==> config.mk <==
export PLATFORM = sky130hd
export DESIGN_NAME = ipdc_disp_buffer
export DESIGN_NICKNAME = d
export VERILOG_FILES = /design/src/rtl/ipdc_disp_buffer.sv
export SDC_FILE = /design/constraint.sdc
export NUM_CORES = 1
export LEC_CHECK = 0
export CAP_MARGIN = 40
export CORE_MARGIN = 2
export CORE_UTILIZATION = 38
export DETAILED_ROUTE_END_ITERATION = 10
export PLACE_DENSITY = 0.57
export SYNTH_ARGS = -nofsm -noshare
export SYNTH_HDL_FRONTEND = slang
export SYNTH_SLANG_ARGS = --single-unit
==> constraint.sdc <==
create_clock -name i_clk -period 3.8 [get_ports i_clk]
set_input_delay 0.76 -clock i_clk [delete_from_list [all_inputs] [get_ports i_clk]]
set_output_delay 0.76 -clock i_clk [all_outputs]
set_load 0.01 [all_outputs]
==> src/rtl/ipdc_disp_buffer.sv <==
// ============================================================================
// Module   : ipdc_disp_buffer
// Captures 4x4 display frames into a ping-pong buffer and scans them out over
// valid/ready. Optional macro IPDC_DISP_REPEAT_EN: rescan the held bank.
// Revision : 1.0 - initial release
// ============================================================================
`default_nettype none

module ipdc_disp_buffer #(
  parameter int PIX_W       = 24,
  parameter int FRAME_PIX   = 16,
  parameter int GAP_TIMEOUT = 8
) (
  input  logic             i_clk,
  input  logic             i_rst_n,
  input  logic             i_pix_valid,
  input  logic [PIX_W-1:0] i_pix_data,
  output logic             o_disp_valid,
  output logic [PIX_W-1:0] o_disp_data,
  output logic [1:0]       o_disp_row,
  output logic [1:0]       o_disp_col,
  output logic             o_disp_last,
  input  logic             i_disp_ready,
  output logic             o_frame_drop,
  output logic             o_frame_err,
  output logic             o_busy
);

  localparam int c_IDX_W = $clog2(FRAME_PIX);
  localparam int c_GAP_W = $clog2(GAP_TIMEOUT + 1);
  localparam logic [c_IDX_W-1:0] c_IDX_LAST = c_IDX_W'(FRAME_PIX - 1);
  localparam logic [c_GAP_W-1:0] c_GAP_LAST = c_GAP_W'(GAP_TIMEOUT - 1);

  typedef enum logic [1:0] {
    W_IDLE = 2'd0,
    W_FILL = 2'd1,
    W_DROP = 2'd2
  } wr_state_t;

  typedef enum logic {
    R_IDLE = 1'b0,
    R_SEND = 1'b1
  } rd_state_t;

  logic [PIX_W-1:0] r_mem [0:1][0:FRAME_PIX-1];

  wr_state_t        r_wr_state, w_wr_state_nxt;
  logic             r_wr_bank, w_wr_bank_nxt;
  logic [c_IDX_W-1:0] r_wr_cnt, w_wr_cnt_nxt;
  logic [c_GAP_W-1:0] r_gap_cnt, w_gap_nxt;
  logic             w_we;
  logic             w_we_bank;
  logic [c_IDX_W-1:0] w_we_idx;
  logic             w_set;
  logic             w_drop;
  logic             w_err;
  logic             w_free_bank;

  rd_state_t        r_rd_state, w_rd_state_nxt;
  logic             r_rd_bank, w_rd_bank_nxt;
  logic [c_IDX_W-1:0] r_rd_cnt, w_rd_cnt_nxt;
  logic             w_valid_nxt;
  logic             w_load;
  logic [c_IDX_W-1:0] w_ld_idx;
  logic             w_clr;
  logic             w_sel_bank;

  logic [1:0]       r_full, w_full_nxt;
  logic             r_order, w_order_nxt;

  logic             r_disp_valid;
  logic [PIX_W-1:0] r_disp_data;
  logic [1:0]       r_disp_row;
  logic [1:0]       r_disp_col;
  logic             r_disp_last;
  logic             r_frame_drop;
  logic             r_frame_err;

  assign w_free_bank = r_full[0] ? 1'b1 : 1'b0;
  // With both banks full the order register names the older one.
  assign w_sel_bank  = (&r_full) ? r_order : ~r_full[0];

  // ---------------------------------------------------------------- writer
  always_ff @(posedge i_clk or negedge i_rst_n) begin
    if (!i_rst_n) begin
      r_wr_state <= W_IDLE;
      r_wr_bank  <= 1'b0;
      r_wr_cnt   <= '0;
      r_gap_cnt  <= '0;
    end else begin
      r_wr_state <= w_wr_state_nxt;
      r_wr_bank  <= w_wr_bank_nxt;
      r_wr_cnt   <= w_wr_cnt_nxt;
      r_gap_cnt  <= w_gap_nxt;
    end
  end

  always_comb begin
    w_wr_state_nxt = r_wr_state;
    w_wr_bank_nxt  = r_wr_bank;
    w_wr_cnt_nxt   = r_wr_cnt;
    w_gap_nxt      = r_gap_cnt;
    w_we           = 1'b0;
    w_we_bank      = r_wr_bank;
    w_we_idx       = r_wr_cnt;
    w_set          = 1'b0;
    w_drop         = 1'b0;
    w_err          = 1'b0;
    case (r_wr_state)
      W_IDLE: begin
        if (i_pix_valid) begin
          w_wr_cnt_nxt = c_IDX_W'(1);
          w_gap_nxt    = '0;
          if (!(&r_full)) begin
            w_we           = 1'b1;
            w_we_bank      = w_free_bank;
            w_we_idx       = '0;
            w_wr_bank_nxt  = w_free_bank;
            w_wr_state_nxt = W_FILL;
          end else begin
            w_wr_state_nxt = W_DROP;
          end
        end
      end
      W_FILL, W_DROP: begin
        if (i_pix_valid) begin
          w_we      = (r_wr_state == W_FILL);
          w_gap_nxt = '0;
          if (r_wr_cnt == c_IDX_LAST) begin
            w_set          = (r_wr_state == W_FILL);
            w_drop         = (r_wr_state == W_DROP);
            w_wr_cnt_nxt   = '0;
            w_wr_state_nxt = W_IDLE;
          end else begin
            w_wr_cnt_nxt = r_wr_cnt + 1'b1;
          end
        end else if (r_gap_cnt == c_GAP_LAST) begin
          w_err          = 1'b1;
          w_gap_nxt      = '0;
          w_wr_cnt_nxt   = '0;
          w_wr_state_nxt = W_IDLE;
        end else begin
          w_gap_nxt = r_gap_cnt + 1'b1;
        end
      end
      default: w_wr_state_nxt = W_IDLE;
    endcase
  end

  always_ff @(posedge i_clk) begin
    if (w_we) r_mem[w_we_bank][w_we_idx] <= i_pix_data;
  end

  // ------------------------------------------------------ bank bookkeeping
  always_comb begin
    w_full_nxt  = r_full;
    w_order_nxt = r_order;
    if (w_clr) begin
      w_full_nxt[r_rd_bank] = 1'b0;
      w_order_nxt           = ~r_rd_bank;
    end
    if (w_set) begin
      w_full_nxt[r_wr_bank] = 1'b1;
      // Newly filled bank is the oldest unless the other one stays full.
      if (!r_full[~r_wr_bank] || (w_clr && (r_rd_bank != r_wr_bank)))
        w_order_nxt = r_wr_bank;
    end
  end

  always_ff @(posedge i_clk or negedge i_rst_n) begin
    if (!i_rst_n) begin
      r_full       <= 2'b00;
      r_order      <= 1'b0;
      r_frame_drop <= 1'b0;
      r_frame_err  <= 1'b0;
    end else begin
      r_full       <= w_full_nxt;
      r_order      <= w_order_nxt;
      r_frame_drop <= w_drop;
      r_frame_err  <= w_err;
    end
  end

  // ---------------------------------------------------------------- reader
  always_comb begin
    w_rd_state_nxt = r_rd_state;
    w_rd_bank_nxt  = r_rd_bank;
    w_rd_cnt_nxt   = r_rd_cnt;
    w_valid_nxt    = r_disp_valid;
    w_load         = 1'b0;
    w_ld_idx       = r_rd_cnt;
    w_clr          = 1'b0;
    case (r_rd_state)
      R_IDLE: begin
        if (|r_full) begin
          w_rd_bank_nxt  = w_sel_bank;
          w_rd_cnt_nxt   = '0;
          w_ld_idx       = '0;
          w_load         = 1'b1;
          w_valid_nxt    = 1'b1;
          w_rd_state_nxt = R_SEND;
        end
      end
      R_SEND: begin
        if (r_disp_valid && i_disp_ready) begin
          if (r_rd_cnt == c_IDX_LAST) begin
`ifdef IPDC_DISP_REPEAT_EN
            w_clr = r_full[~r_rd_bank];
`else
            w_clr = 1'b1;
`endif
            w_valid_nxt    = 1'b0;
            w_rd_state_nxt = R_IDLE;
          end else begin
            w_rd_cnt_nxt = r_rd_cnt + 1'b1;
            w_ld_idx     = r_rd_cnt + 1'b1;
            w_load       = 1'b1;
          end
        end
      end
      default: w_rd_state_nxt = R_IDLE;
    endcase
  end

  always_ff @(posedge i_clk or negedge i_rst_n) begin
    if (!i_rst_n) begin
      r_rd_state   <= R_IDLE;
      r_rd_bank    <= 1'b0;
      r_rd_cnt     <= '0;
      r_disp_valid <= 1'b0;
      r_disp_data  <= '0;
      r_disp_row   <= 2'd0;
      r_disp_col   <= 2'd0;
      r_disp_last  <= 1'b0;
    end else begin
      r_rd_state   <= w_rd_state_nxt;
      r_rd_bank    <= w_rd_bank_nxt;
      r_rd_cnt     <= w_rd_cnt_nxt;
      r_disp_valid <= w_valid_nxt;
      if (w_load) begin
        r_disp_data <= r_mem[w_rd_bank_nxt][w_ld_idx];
        r_disp_row  <= w_ld_idx[3:2];
        r_disp_col  <= w_ld_idx[1:0];
        r_disp_last <= (w_ld_idx == c_IDX_LAST);
      end else if (!w_valid_nxt) begin
        r_disp_last <= 1'b0;
      end
    end
  end

  assign o_disp_valid = r_disp_valid;
  assign o_disp_data  = r_disp_data;
  assign o_disp_row   = r_disp_row;
  assign o_disp_col   = r_disp_col;
  assign o_disp_last  = r_disp_last;
  assign o_frame_drop = r_frame_drop;
  assign o_frame_err  = r_frame_err;
  assign o_busy       = &r_full;

endmodule

`default_nettype wire
==> flow_summary.ini, run 1 <==
[min_path]
min_path_type = in2async

[power]
vdd.ir_drop.worst_uv = 486
p_per_area_nw_per_um2 = 702
cellInternalPower_w = 0.0178
p_seq_share_pct = 39.6
p_leak_nw = 12.9
p_comb_share_pct = 30.5
p_sw_w = 0.00912
power_w = 0.0269
clockPowerShare_pct = 29.9
switching_share_pct = 33.8

[drt]
postRouteAntennaNets = 0
routedWlPerCell_um = 26.5
via_per_inst = 5.71
dr.pass1.iters = 6
drc = 0
vias = 20546
first_iter_violations = 2560
routed_wirelength_mm = 95.4

[setup_path]
cp.buffers_inverters = 3
rr_endpoint = o_disp_data[22]$_DFFE_PN0P_
critPathMaxStageDelay_ns = 0.58
crit_fanout = 27
cp.depth = 11
reg2reg_depth = 11
crit_path_frequent_cell = nand3_1
crit_slowest_cell = a32oi_1
cp_data_arrival_time_ns = 3.98
crit_path_end = o_disp_data[22]$_DFFE_PN0P_
start_kind = flip-flop
end_kind = flip-flop
r2r_slack_ns = 0.39
r2r_start = r_rd_cnt[1]$_DFF_PN0_
crit_required_ns = 4.37
path_class = reg2reg
crit_start = r_rd_cnt[1]$_DFF_PN0_
cp_top_family = simple AND/OR/NAND/NOR gates
cp_cell_sequence = ha_1 > and3_1 > o211ai_4 > and2_2 > inv_4 > buf_12 > nor2_2 > buf_4 > a32oi_1 > nand3_1 > nand3_1

[sta]
finalCritPeriodShare_pct = 89.9
fin_ws_ns = 0.385
setup_violations = 0
worstMarginPinSlew_ns = 0.777
hold_viol = 0
fin_setup_tns_ns = 0
finalCriticalPeriod_ns = 3.41
finalClockSkew_ns = 0.0213
whs_ns = 0.0595
finalMaxSlewViolations = 0
clock.fmax_mhz = 293
relSlewSlack_pct = 48.2
rsz0062_at_grt = false

[clock_network]
cts_root_buf = clkbuf_16
clk_pin_slew_ns = 0.06
cts.sinks = 820
clock_path_buffers = 3
cts_resized = 0
clk-insertion-delay-late_ns = 0.64
cts_hold_buffers = 0
cts_tree = yes
cts_buffers = 85
post_cts_buffers = 0
cts_htree_levels = 3

[die]
dieHeight_um = 296
fp.dieW_um = 296
start_util_pct = 38.2
die_area_um2 = 87700
core_area_um2 = 84900
rows = 107
pin_count = 61

[grt]
grt_pass1_wl_mm = 138
grt_pass1_vias = 19869
grt_max_degree = 95
antenna_found_initial = 3
grt_overflow = 0
track_usage_pct = 21.7

[placement]
pre_cts_slack_ns = 0.166
place_hpwl_mm = 55.0
io_buffers = 60
place_congestion = 0.827

[yosys]
synthDistinctLibCells = 66
syn_avg_cell_area_um2 = 14.5
syn_inst = 2237
async_flop_share_pct = 6.34
synth-seq-cells = 820
synth_nets = 2272
seq_area_frac_synth_pct = 75.1
synth_area_um2 = 32400
synth_warnings = 0
synth_flop_cell = edfxtp_1
synth_edf_count = 768

[layout]
drive_gt1_share_pct = 13.5
multi_input_area_um2 = 7570
final.fill_count = 7427
seqCellArea_um2 = 24400
antennaDiodeCount = 0
syn_to_final_growth_pct = 18.3
fin_nets = 2423

[flow_run]
maxCapViolCount = 0

[outcome]
status = completed
logic make-up (layout without fill, tap and decap cells):
group / count (synthesis) / count (layout) / share of synthesized area (%)
buf+inv: 161 / 381 / 2.30
mux: 83 / 83 / 2.57
fa+ha+maj: 7 / 7 / 0.270
flops: 820 / 820 / 75.1
simple gates: 705 / 705 / 9.99
compound gates: 461 / 461 / 9.79
cells in the mapped netlist (23+ instances only):
| cell type | instances | share of area, % |
|---|---|---|
| mux2i_1 | 80 | 2.5 |
| a21oi_1 | 78 | 1.2 |
| and3_1 | 89 | 1.7 |
| clkbuf_1 | 63 | 0.73 |
| nor2_1 | 77 | 0.89 |
| a211oi_1 | 92 | 2.1 |
| o21ai_0 | 73 | 1.1 |
| a221oi_1 | 40 | 1.1 |
| o2111ai_1 | 23 | 0.62 |
| a32oi_1 | 25 | 0.67 |
| edfxtp_1 | 768 | 71 |
| nand4_1 | 26 | 0.50 |
| nand2_1 | 364 | 4.2 |
| dfrtp_1 | 52 | 4.0 |
| nand3_1 | 96 | 1.5 |
| a31oi_1 | 60 | 1.2 |
| buf_2 | 56 | 0.86 |
power groups by stage:
stage	clock network [W]	registers [W]	logic (W)
6_report	0.00806	0.0107	0.00821
5_1_grt	0.00851	0.0107	0.00875
4_1_cts	0.00815	0.0107	0.00816
3_3_place_gp	0	0.0108	0.00798
2_1_floorplan	0	0.0108	0.00454
3_5_place_dp	0	0.0109	0.00812
metrics by stage:
step	std cells	utilization, %	instance area, µm²
after floorplan	2237	-	32400
after global placement	3431	41.8	35500
after detailed placement	3445	42.1	35700
after CTS	3601	45.2	38400
after global routing	3601	45.2	38400
final	3601	45.2	38400
per-layer routing:
metal	vias up	global-route usage [%]	wire length (µm)	part of all wire (%)
met2	995	33.0	42900	45
met1	10404	31.5	41400	43
met3	146	3.94	8670	9.1
met5	-	0	10	0.010
li1	8999	-	-	-
met4	2	7.10	2490	2.6
cell type report:
cell class | instances | area share (%)
multi-input cells | 1256 | 19.7
clock buffers | 123 | 6.07
repair buffers | 212 | 5.96
well taps | 1144 | 3.73
inverters | 13 | 0.173
flip-flops and latches | 820 | 63.5
clock inverters | 33 | 0.874
state kept, by name (all words and copies together) (netlist names):
register / flops
r_mem: 768
o_disp_data: 24
r_gap_cnt: 4
r_rd_cnt: 4
r_wr_cnt: 4
o_disp_col: 2
o_disp_row: 2
r_full: 2
r_wr_state: 2
o_disp_last: 1
o_disp_valid: 1
o_frame_drop: 1
o_frame_err: 1
r_order: 1
r_rd_bank: 1
r_rd_state: 1
r_wr_bank: 1
placed cells by master, fill, tap and decap left out, drive strengths merged, types with 80 or more instances in the layout:
| master | Yosys | final |
|---|---|---|
| mux2i | 80 | 80 |
| clkbuf | 65 | 123 |
| buf | 83 | 153 |
| nor2 | 82 | 82 |
| edfxtp | 768 | 768 |
| nand2 | 364 | 364 |
| a211oi | 92 | 92 |
| and3 | 89 | 89 |
| nand3 | 97 | 97 |
worst min path at each step:
stage / end / slack, ns / cells after the start
after global placement: r_gap_cnt[3]$_DFFE_PN0P_ / 0.47 / 1
after global routing: o_disp_data[18]$_DFFE_PN0P_ / 0.06 / 1
after floorplan: r_gap_cnt[3]$_DFFE_PN0P_ / 0.45 / 1
after detailed placement: o_disp_col[1]$_DFFE_PN0P_ / 0.47 / 2
final: o_disp_data[1]$_DFFE_PN0P_ / 0.06 / 1
after CTS: o_disp_data[1]$_DFFE_PN0P_ / 0.03 / 1
Note: power is estimated with default switching activity, not from simulation.
==> inputs of run 2 (changes only) <==
--- a/config.mk
+++ b/config.mk
@@ -7,9 +7,9 @@
 export LEC_CHECK = 0
 export CAP_MARGIN = 40
 export CORE_MARGIN = 2
-export CORE_UTILIZATION = 38
+export CORE_UTILIZATION = 55
 export DETAILED_ROUTE_END_ITERATION = 10
-export PLACE_DENSITY = 0.57
+export PLACE_DENSITY = 0.76
 export SYNTH_ARGS = -nofsm -noshare
 export SYNTH_HDL_FRONTEND = slang
 export SYNTH_SLANG_ARGS = --single-unit
==> constraint.sdc (replaced) <==
create_clock -name i_clk -period 3.8 [get_ports i_clk]
set_input_delay 0.38 -clock i_clk [delete_from_list [all_inputs] [get_ports i_clk]]
set_output_delay 0.38 -clock i_clk [all_outputs]
set_load 0.01 [all_outputs]
==> run 2 against run 1 <==
Compared with the run above: routed wire length decreased by 6.6%; critical path depth decreased by 2; hold slack improved by 0.30 ns; cell count decreased by 11%; critical endpoint is now o_disp_data[7]$_DFFE_PN0P_; largest cell class unchanged; highest routed layer is now met4.
==> flow_summary.ini, run 2 (same netlist as run 1, synthesis figures left out) <==
[sta]
finalCritPeriodShare_pct = 94.2
clock.fmax_mhz = 279
finalMaxSlewViolations = 0
relSlewSlack_pct = 32.1
whs_ns = 0.363
setup_violations = 0
rsz0062_at_grt = false
worstMarginPinSlew_ns = 1.01
hold_viol = 0
finalCriticalPeriod_ns = 3.58
fin_setup_tns_ns = 0
finalClockSkew_ns = 0.0233

[placement]
io_buffers = 60
place_hpwl_mm = 51.3
place_congestion = 0.918
dp_cells = 3048

[power]
switching_share_pct = 33.8
p_comb_share_pct = 29.8
p_seq_share_pct = 40.7
cellInternalPower_w = 0.0174
p_leak_nw = 12.7
clockPowerShare_pct = 29.6
p_per_area_nw_per_um2 = 704
power_w = 0.0264
p_sw_w = 0.00893
vdd.ir_drop.worst_uv = 579

[layout]
syn_to_final_growth_pct = 15.4
drive_gt1_share_pct = 12.7
top_register = r_mem
multi_input_area_um2 = 7560
stdcell_count = 3198
seqCellArea_um2 = 24400
final_cell_mix = 768 x edfxtp_1, 364 x nand2_1, 96 x nand3_1, 92 x a211oi_1, 92 x buf_4
largest_register_ffs = 768
final.fill_count = 3910
final_common_cell = edfxtp_1
fin_util_pct = 63.8
fin_nets = 2393

[setup_path]
crit_fanout = 32
reg2reg_depth = 9
end_kind = flip-flop
r2r_start = r_rd_cnt[0]$_DFF_PN0_
rr_endpoint = o_disp_data[7]$_DFFE_PN0P_
cp_data_arrival_time_ns = 4.03
cp_cell_sequence = ha_1 > and3_2 > or3_2 > buf_4 > and3_1 > a211oi_1 > a31oi_1 > a22oi_1 > nand4_1
crit_slowest_cell = or3_2
r2r_slack_ns = 0.22
path_class = reg2reg
crit_required_ns = 4.25
critPathMaxStageDelay_ns = 0.57
start_kind = flip-flop

[die]
core_area_um2 = 58700
die_area_um2 = 61000
pin_count = 61
fp.dieW_um = 247
start_util_pct = 55.3
dieHeight_um = 247
rows = 89

[flow_run]
maxCapViolCount = 0

[drt]
postRouteAntennaNets = 0
routedWlPerCell_um = 27.9
drc = 0
routed_wirelength_mm = 89.1
dr.pass1.iters = 6
vias = 21325
first_iter_violations = 3477
via_per_inst = 6.67

[clock_network]
cts_root_buf = clkbuf_16
post_cts_buffers = 0
cts_htree_levels = 3
cts_buffers = 79
cts_tree = yes
cts.sinks = 820
clk-insertion-delay-late_ns = 0.63
clk_pin_slew_ns = 0.06
clock_path_buffers = 3

[grt]
grt_max_degree = 166
grt_pass1_wl_mm = 129
track_usage_pct = 29.3
grt_pass1_vias = 20529
grt_overflow = 0
antenna_found_initial = 4

[outcome]
status = completed

[min_path]
min_path_type = in2async
==> run 2: cell count changes in the layout (fill, tap and decap cells not counted), sizes merged <==
| cell | before | now |
|---|---|---|
| buf | 153 | 128 |
| bufinv | 5 | 7 |
| clkbuf | 123 | 106 |
| clkinv | 24 | 30 |
| clkinvlp | 3 | 2 |
| diode | 0 | 3 |
| dlygate4sd3 | 0 | 1 |
| inv | 14 | 13 |
==> run 2: timing repair <==
item / CTS / global route
endpoints found under the hold margin: 19 / 0
hold buffers: 1 / 0
resized for setup: 0 / 6
setup endpoints to repair: 0 / 5
==> run 2: power by group through the flow <==
stage	combinational, W	sequential [W]	clock [W]
after global routing	0.00829	0.0107	0.00817
final	0.00786	0.0107	0.00780
after CTS	0.00762	0.0107	0.00784
after global placement	0.00723	0.0109	0
after floorplan	0.00454	0.0108	0
after detailed placement	0.00753	0.0109	0
==> run 2: critical path: cells and delay by family (launching register included) <==
family / cells / cell delay (ns)
adder cells (fa/ha/maj): 1 / 0.34
AND/OR/NAND/NOR: 4 / 1.35
AO/OA/AOI/OAI: 3 / 0.88
buffers and inverters: 1 / 0.31
flip-flops: 1 / 0.50
==> run 2: worst max path at each step <==
stage	from	end	slack, ns	depth (start not counted)
floorplan	r_wr_state[0]$_DFFE_PN0P_	r_mem[0][0]$_DFFE_PP_	0.78	7
global placement	r_rd_cnt[0]$_DFF_PN0_	o_disp_data[15]$_DFFE_PN0P_	0.14	9
detailed placement	r_rd_cnt[0]$_DFF_PN0_	o_disp_data[15]$_DFFE_PN0P_	0.04	9
CTS	r_rd_cnt[0]$_DFF_PN0_	o_disp_data[3]$_DFFE_PN0P_	0.03	9
global route	r_rd_cnt[0]$_DFF_PN0_	o_disp_data[7]$_DFFE_PN0P_	0.10	11
finish	r_rd_cnt[0]$_DFF_PN0_	o_disp_data[7]$_DFFE_PN0P_	0.22	9
==> run 2: cell type report <==
cell class                      count  area share, %
Timing Repair Buffer              188           5.14
Clock buffer                      106           5.83
Inverter                           13          0.177
Antenna cell                        3         0.0200
Multi-Input combinational cell   1256           20.2
Sequential cell                   820           65.1
Tap cell                          773           2.58
Clock inverter                     39           1.01
==> run 2: metrics by stage <==
stage,cell area (µm²),worst slack [ns]
3_5_place_dp,34800,0.0403
5_1_grt,37400,0.101
4_1_cts,37400,0.0342
3_3_place_gp,34400,0.141
2_1_floorplan,32400,0.780
6_report,37500,0.221
==> run 2: per-layer routing <==
| layer | global-route usage [%] | vias to the layer above | share of wire (%) | wire length (µm) |
|---|---|---|---|---|
| met4 | 15.5 | 0 | 5.0 | 4460 |
| li1 | - | 8929 | - | - |
| met2 | 42.9 | 1598 | 45 | 39700 |
| met5 | 0 | - | 0 | 0 |
| met3 | 8.13 | 274 | 14 | 12500 |
| met1 | 40.1 | 10524 | 36 | 32400 |
